File: src/rtl/bp_fifo_mem_ctrl.sv
// FIFO controller for an external storage array: it holds the pointers, the occupancy,
// and a sticky protocol-error flag. Data bypasses the controller except for the write path.
module bp_fifo_mem_ctrl #(
  parameter int width_p = 97,
  parameter int els_p   = 2,
  localparam int ptr_w  = $clog2(els_p),
  localparam int cnt_w  = $clog2(els_p) + 1
) (
  input  logic               clk_i,
  input  logic               reset_i,

  input  logic               v_i,
  input  logic [width_p-1:0] data_i,
  output logic               ready_o,

  output logic               v_o,
  output logic [width_p-1:0] data_o,
  input  logic               yumi_i,

  output logic               mem_w_v_o,
  output logic [ptr_w-1:0]   mem_w_addr_o,
  output logic [width_p-1:0] mem_w_data_o,
  output logic               mem_r_v_o,
  output logic [ptr_w-1:0]   mem_r_addr_o,
  input  logic [width_p-1:0] mem_r_data_i,

  output logic [cnt_w-1:0]   count_o,
  output logic               err_o
);

  localparam logic [cnt_w-1:0] full_cnt = cnt_w'(els_p);

  logic [ptr_w-1:0] wptr;
  logic [ptr_w-1:0] rptr;
  logic [cnt_w-1:0] cnt;
  logic             err_r;
  logic             enq;
  logic             deq;

  // A full FIFO refuses writes even when the head is leaving this cycle, so the write
  // address never coincides with the read address (they match only when empty or full).
  assign ready_o = ~reset_i & (cnt != full_cnt);
  assign v_o     = (cnt != '0);
  assign enq     = v_i & ready_o;
  assign deq     = yumi_i & v_o;

  assign mem_w_v_o    = enq;
  assign mem_w_addr_o = wptr;
  assign mem_w_data_o = data_i;
  assign mem_r_v_o    = v_o;
  assign mem_r_addr_o = rptr;
  assign data_o       = mem_r_data_i;

  assign count_o = cnt;
  assign err_o   = err_r;

  // NOTE: the storage array is deliberately not cleared on reset; zeroing cnt makes every
  // stale entry invisible until it has been overwritten by a fresh enqueue.
  always_ff @(posedge clk_i or posedge reset_i) begin
    if (reset_i) begin
      wptr  <= '0;
      rptr  <= '0;
      cnt   <= '0;
      err_r <= 1'b0;
    end else begin
      // NOTE: non-blocking assignments keep every register sampling pre-edge values,
      // so the pointer, count and flag updates are order-independent.
      // els_p is a power of two, so plain increment wraps els_p-1 -> 0.
      if (enq) wptr <= wptr + 1'b1;
      if (deq) rptr <= rptr + 1'b1;
      case ({enq, deq})
        2'b10:   cnt <= cnt + 1'b1;
        2'b01:   cnt <= cnt - 1'b1;
        default: cnt <= cnt;
      endcase
      if (yumi_i & ~v_o) err_r <= 1'b1;
    end
  end

endmodule

File: config.mk
export PLATFORM = sky130hd
export DESIGN_NAME = bp_fifo_mem_ctrl
export DESIGN_NICKNAME = d
export VERILOG_FILES = /design/src/rtl/bp_fifo_mem_ctrl.sv
export SDC_FILE = /design/constraint.sdc
export NUM_CORES = 1
export LEC_CHECK = 0
export ABC_AREA = 1
export CORE_AREA = 2 2 155 157
export DETAILED_ROUTE_END_ITERATION = 8
export DIE_AREA = 0 0 157 159
export DONT_BUFFER_PORTS = 1
export PLACE_DENSITY_LB_ADDON = 0.3
export SLEW_MARGIN = 25
export SYNTH_ARGS = -nofsm -noshare
export SYNTH_HDL_FRONTEND = slang
export SYNTH_SLANG_ARGS = --single-unit
File: constraint.sdc
create_clock -name clk_i -period 1.9 [get_ports clk_i]
set_clock_uncertainty 0.15 [all_clocks]
set_input_delay 0.095 -clock clk_i [delete_from_list [all_inputs] [get_ports clk_i]]
set_output_delay 0.095 -clock clk_i [all_outputs]
set_load 0.1 [all_outputs]
==> results of run 1 <==
sequential cells by signal, summed over array words and instances, names as in the netlist:
signal        count
count_o           2
err_o             1
mem_r_addr_o      1
mem_w_addr_o      1
synth_stat cells, drive strengths merged:
master,instances
buf,195
nand2,11
inv,8
dfrtp,5
nand3,2
nand4,2
a21oi,1
a31o,1
ha,1
nand3b,1
xnor2,1
layout make-up:
cell class              count  area [um2]
clock buffers               4        78.8
well taps                 319         399
repair buffers             12         110
multi-input cells          20         141
flip-flops and latches      5         133
inverters                   8        32.5
fillers                  2757       22300
metrics by stage:
step | cell area [um2] | utilization [%] | power (mW) | instances
floorplan | 1770 | - | 2.94 | 228
global placement | 786 | 3.39 | 1.24 | 361
detailed placement | 786 | 3.39 | 1.24 | 361
CTS | 895 | 3.86 | 1.61 | 368
global route | 895 | 3.86 | 1.66 | 368
finish | 895 | 3.86 | 1.57 | 368
power groups by stage:
stage	registers (mW)	clock network [mW]	logic [mW]
floorplan	0.535	0	2.40
global placement	0.206	0	1.04
detailed placement	0.206	0	1.03
CTS	0.206	0.360	1.04
global route	0.213	0.371	1.08
finish	0.205	0.353	1.01
final timing paths:
kind / to / slack (ps) / cells after the start
worst max register to register: count_o[1] / 290 / 9
min in group asynchronous: count_o[1] / 130 / 2
max in group asynchronous: count_o[0] / 1220 / 2
worst max-delay path: ready_o / 210 / 3
worst min register to register: mem_w_addr_o / 320 / 2
worst min-delay path: data_o[16] / 40 / 0
per-layer routing:
metal	part of all wire [%]	routed length (um)	global-route usage, %	vias up
met5	0	0	0	-
met4	17	884	6.55	0
met3	24	1220	4.03	106
met2	43	2220	5.30	157
met1	16	833	1.93	170
li1	-	-	-	135
what timing repair did:
action	in CTS	in global routing
buffers inserted	0	0
resized for setup	0	0
hold buffers	3	0
endpoints found under the hold margin	8	0
critical path, delay by kind of cell, from the launching register on:
family                 cells  cell delay [ps]
buffers and inverters      2              550
AO/OA/AOI/OAI              1              170
flip-flops                 1              490
kinds of logic (layout without fill, tap and decap cells):
family | count (synthesis) | in the layout
and+or+nand+nor | 16 | 16
DFF | 5 | 5
buffers and inverters | 203 | 24
adders and majority gates | 1 | 1
AOI/OAI and AO/OA | 2 | 2
xor gates and xnor gates | 1 | 1
==> out/qor.yml, run 1 <==
place:
  hpwlAfterDp_um: 4300
  place.gp.congestion: 0.592
  place_ws_ps: 301
  portBuffers: 0
finish:
  layout-drive-gt1-share_pct: 40.8
  antenna_cells: 0
  syn_to_final_growth_pct: -48.4
  final_cell_mix: "9 x nand2_1, 8 x buf_4, 6 x inv_1"
  final_common_cell: "nand2_1"
  nets: 249
global_route:
  grt_pass1_wl_um: 6180
  antenna_found_initial: 0
  grt-ovfl-total: 0
  grt_max_degree: 8
  grt_pass1_vias: 664
  grt_use_total_pct: 3.90
power:
  p_comb_share_pct: 64.5
  pwr-share-clk_pct: 22.5
  p_leak_nw: 0.254
  power_density_nw_per_um2: 1750
  intPower_uw: 647
  p_sw_share_pct: 58.8
  p_switching_uw: 922
  power_frac_seq_pct: 13.0
  ir_drop_mv: 0.383
clock_tree:
  clock-sinks: 5
  cts_tree: "yes"
  cts_buffers: 3
  clk-insertion-delay-late_ps: 230
  clkTransAtPathRegs_ps: 40
  clockRootBuffer: "clkbuf_16"
  cts-htree-levels: 1
  cts_max_path_buffers: 2
synthesis:
  avgSynthCellArea_um2: 7.61
  synthTopCellsByArea: "buf_4 84%, dfrtp_1 7.2%, nand2_1 1.9%"
  synth_compound_area_share_pct: 0.793
  netlist_instances: 228
  synthDistinctLibCells: 14
  yosys.area_share.simple_pct: 4.69
  synth-adder-area-share_pct: 0.721
  synth_warnings: 0
  yosys.area.top_type_share_pct: 84.4
  yosys.area.top_type: "buf_4"
  yosys-mux-area-fraction_pct: 0
  synth_top_family_by_area: "buffers and inverters"
  ys_seq_area_share_pct: 7.21
  synth_xor_area_share_pct: 0.505
  synth-seq-cells: 5
  synth_nets: 427
  syn_area_um2: 1740
timing:
  worst_slew_pin_slew_ps: 322
  drv_slew: 0
  holdWs_ps: 40.0
  final.period_utilization_pct: 89.2
  grt_setup_unrepaired: "no"
  fmax_ghz: 0.590
  setup_violations: 0
  tns_ps: 0
  min_period_ps: 1690
  relSlewSlack_pct: 78.5
  hold_violations: 0
  setup_slack_ps: 206
critical_path:
  worst_path_largest_cell_delay_ps: 490
  slowest_stage: "dfrtp_4"
  worstPathRequired_ps: 1650
  cp.arrival_ps: 1450
  critical_path.endpoint_type: "primary output"
  worstPathCellList: "buf_4, a21oi_4, buf_4"
  critPathLaunch: "count_o[1]"
  crit_path_start_kind: "register"
  crit_fanout: 4
  r2r-start: "count_o[1]"
  cp_common_cell: "buf_4"
  critPathKind: "register to primary output"
die:
  fp.dieW_um: 157
  die_h_um: 159
  initial_core_util_pct: 7.48
  dieArea_um2: 25000
  io_pins: 401
  num_rows: 56
  core_um2: 23200
routing:
  via_per_inst: 1.54
  drt.antenna.violating_nets: 0
  drt_iter0_markers: 25
  vias: 568
  drc: 0
  drt-total-wl_um: 5160
  routedWlPerCell_um: 14.0
  drtPass1Iterations: 3
job:
  maxCapViolCount: 0
hold_path:
  hp-start: "mem_r_data_i[16]"
  hold_path_class: "primary input to primary output"
status:
  status: "complete, no violations"
Power figures use the tool's default switching activity.
==> run 2: changes to the inputs <==
ABC_AREA = not set   (was 1)
CORE_AREA = 2 2 154 156   (was 2 2 155 157)
DIE_AREA = 0 0 156 158   (was 0 0 157 159)
SLEW_MARGIN = not set   (was 25)
==> run 2 against run 1 <==
Flip-flop and latch count unchanged. Sequential power up 14%. Core utilization down 0.30 points. Sequential share of layout area up 1.3 points. Combinational power down 12%. Global-route usage down 0.36 points. Critical path type unchanged.
==> out/qor.yml, run 2 <==
status:
  status: "complete, no violations"
critical_path:
  ff2ff_setup_slack_ps: 240  # -50 ps
  cp.arrival_ps: 1430  # -20 ps
  slowest_stage: "dfrtp_4"
  rr_worst_depth: 7  # -2
  critical_path.endpoint_type: "primary output"
  r2r-end: "count_o[1]"
  critPathKind: "register to primary output"
  crit_fanout: 5  # +1
  crit_path_start_kind: "register"
  crit_family: "flip-flops"
  r2r-start: "count_o[1]"
  worstPathCellList: "nand2b_1, nand2_1, buf_4, inv_1, buf_12"
  worstPathRequired_ps: 1650  # about the same
  cp_num_buf_inv: 3  # +1
  worst_path_largest_cell_delay_ps: 500  # about the same
routing:
  drt.antenna.violating_nets: 0  # unchanged
  routedWlPerCell_um: 14.9  # +6.1%
  drt_iter0_markers: 45  # +80%
  via_per_inst: 1.59  # +2.8%
  vias: 519  # -8.6%
  drtPass1Iterations: 3  # unchanged
  drc: 0  # unchanged
  drt-total-wl_um: 4860  # -5.7%
place:
  placedCellCount: 321  # -11%
  portBuffers: 0  # unchanged
  place.gp.congestion: 0.588  # -0.52%
  hpwlAfterDp_um: 4000  # -7.0%
finish:
  largest_reg_flops: 2  # unchanged
  antenna_cells: 0  # unchanged
  layout-drive-gt1-share_pct: 54.1  # +13 points
  final_common_cell: "buf_4"
  syn_to_final_growth_pct: -52.0
  nets: 237  # -4.8%
  final_cell_mix: "8 x buf_4, 3 x xnor2_1, 3 x clkbuf_16, 3 x dfrtp_1"
  nFillCells: 2714  # -1.6%
  final_cell_count_no_fill: 327  # -11%
clock_tree:
  cts_setup_buffers: 0  # unchanged
  cts_tree: "yes"
  clkTransAtPathRegs_ps: 30  # about the same
  clock-sinks: 5  # unchanged
  cts-htree-levels: 1  # unchanged
  clockRootBuffer: "clkbuf_16"
  ctsResizeCount: 0  # unchanged
  ctsHoldBuffers: 2  # -1
  cts_buffers: 3  # unchanged
  clk-insertion-delay-late_ps: 230  # about the same
  cts_max_path_buffers: 2  # unchanged
timing:
  relSlewSlack_pct: 63.8  # -15 points
  min_period_ps: 1680  # -18.4 ps
  final.period_utilization_pct: 88.2  # -0.97 points
  grt_setup_unrepaired: "no"
  hold_violations: 0  # unchanged
  setup_violations: 0  # unchanged
  drv_slew: 0  # unchanged
  fmax_ghz: 0.597  # +1.1%
  worst_slew_pin_slew_ps: 547  # +224 ps
  holdWs_ps: 40.0  # +0.00340 ps
global_route:
  grt_use_total_pct: 3.54  # -0.36 points
  antenna_found_initial: 0  # unchanged
  grt-ovfl-total: 0  # unchanged
  grt_max_degree: 7  # -1
  grt_pass1_vias: 654  # -1.5%
  grt_pass1_wl_um: 5590  # -9.5%
power:
  ir_drop_mv: 0.714  # +86%
  p_leak_nw: 0.206  # -19%
  power.total_mw: 1.47  # -6.2%
  power_density_nw_per_um2: 1790  # +2.2%
synthesis:
  syn_area_um2: 1710  # -1.4%
  avgSynthCellArea_um2: 7.89  # +3.6%
  synthDistinctLibCells: 14  # unchanged
  synth-edff-count: 0  # unchanged
  synth.most_common_cell: "buf_4"
  synth_warnings: 0  # unchanged
  synthTopCellsByArea: "buf_4 86%, dfrtp_1 7.3%, xnor2_1 1.5%"
  async_flop_share_pct: 100  # unchanged
  netlist_instances: 217  # -4.8%
  synth-seq-cells: 5  # unchanged
  synth_nets: 416  # -2.6%
  ys.flop_type: "dfrtp_1"
  ys_seq_area_share_pct: 7.31  # +0.10 points
  yosys.area.top_type: "buf_4"
  yosys.area.top_type_share_pct: 85.5  # +1.2 points
  synth_commonest_cells: "195 x buf_4, 5 x dfrtp_1, 3 x inv_1, 3 x xnor2_1, 2 x nor2_1"
die:
  initial_core_util_pct: 7.43  # -0.058 points
  fp.dieW_um: 156  # -0.64%
  io_pins: 401  # unchanged
  die_h_um: 158  # -0.63%
  core_um2: 23100  # -0.60%
  num_rows: 56  # unchanged
  dieArea_um2: 24600  # -1.3%
hold_path:
  hold_path_class: "primary input to primary output"
  min_path_cells: 0  # unchanged
  hold_path_end: "data_o[14]"
  hp-start: "mem_r_data_i[14]"
job:
  maxCapViolCount: 0  # unchanged
run 2: layout make-up:
type,count,area [um2],share of cell area [%]
Clock buffer,4,78.8,9.60
Inverter,3,15.0,1.83
Sequential cell,5,133,16.2
Timing Repair Buffer,11,100,12.2
Multi-Input combinational cell,14,131,16.0
Tap cell,290,363,44.2
run 2: power breakdown:
part | switching, mW | internal [mW]
Clock | 0.0694 | 0.278
Sequential | 0.0642 | 0.170
Combinational | 0.690 | 0.200
run 2: worst register-to-register path: cells and delay by family, from the launching register on:
family / cells / cell delay [ps]
XOR/XNOR: 2 / 260
adder cells (fa/ha/maj): 1 / 150
buffers and inverters: 1 / 90
flip-flops: 1 / 490
AND/OR/NAND/NOR: 3 / 430
run 2: how the worst max path moves through the flow:
stage | start | to | slack [ps] | depth (start not counted)
floorplan | count_o[1] | count_o[1] | -420 | 7
global placement | count_o[1] | count_o[1] | 240 | 7
detailed placement | count_o[1] | count_o[1] | 230 | 7
CTS | reset_i | ready_o | 190 | 4
global route | count_o[0] | mem_w_v_o | 140 | 5
finish | count_o[0] | mem_w_v_o | 220 | 5
run 2: logic make-up after synthesis:
logic type	synth area share, %
adders and majority gates	0.731
buffers and inverters	86.2
and+or+nand+nor	2.27
DFF	7.31
AOI/OAI and AO/OA	0.512
xor gates and xnor gates	3.00
run 2: routing by layer:
metal / track usage (%) / routed length [um] / vias to the layer above / part of all wire (%)
met5: 0 / 0 / - / 0
met1: 1.92 / 893 / 145 / 18
met3: 4.19 / 1480 / 110 / 30
met4: 7.95 / 985 / 0 / 20
met2: 3.35 / 1500 / 167 / 31
li1: - / - / 97 / -
run 2: stage by stage:
stage	worst slack (ps)	utilization (%)	TNS, ps	cell area, um2
floorplan	-423	-	-800	1740
global placement	240	3.13	0	722
detailed placement	228	3.13	0	722
CTS	191	3.56	0	821
global route	137	3.56	0	821
finish	224	3.56	0	821
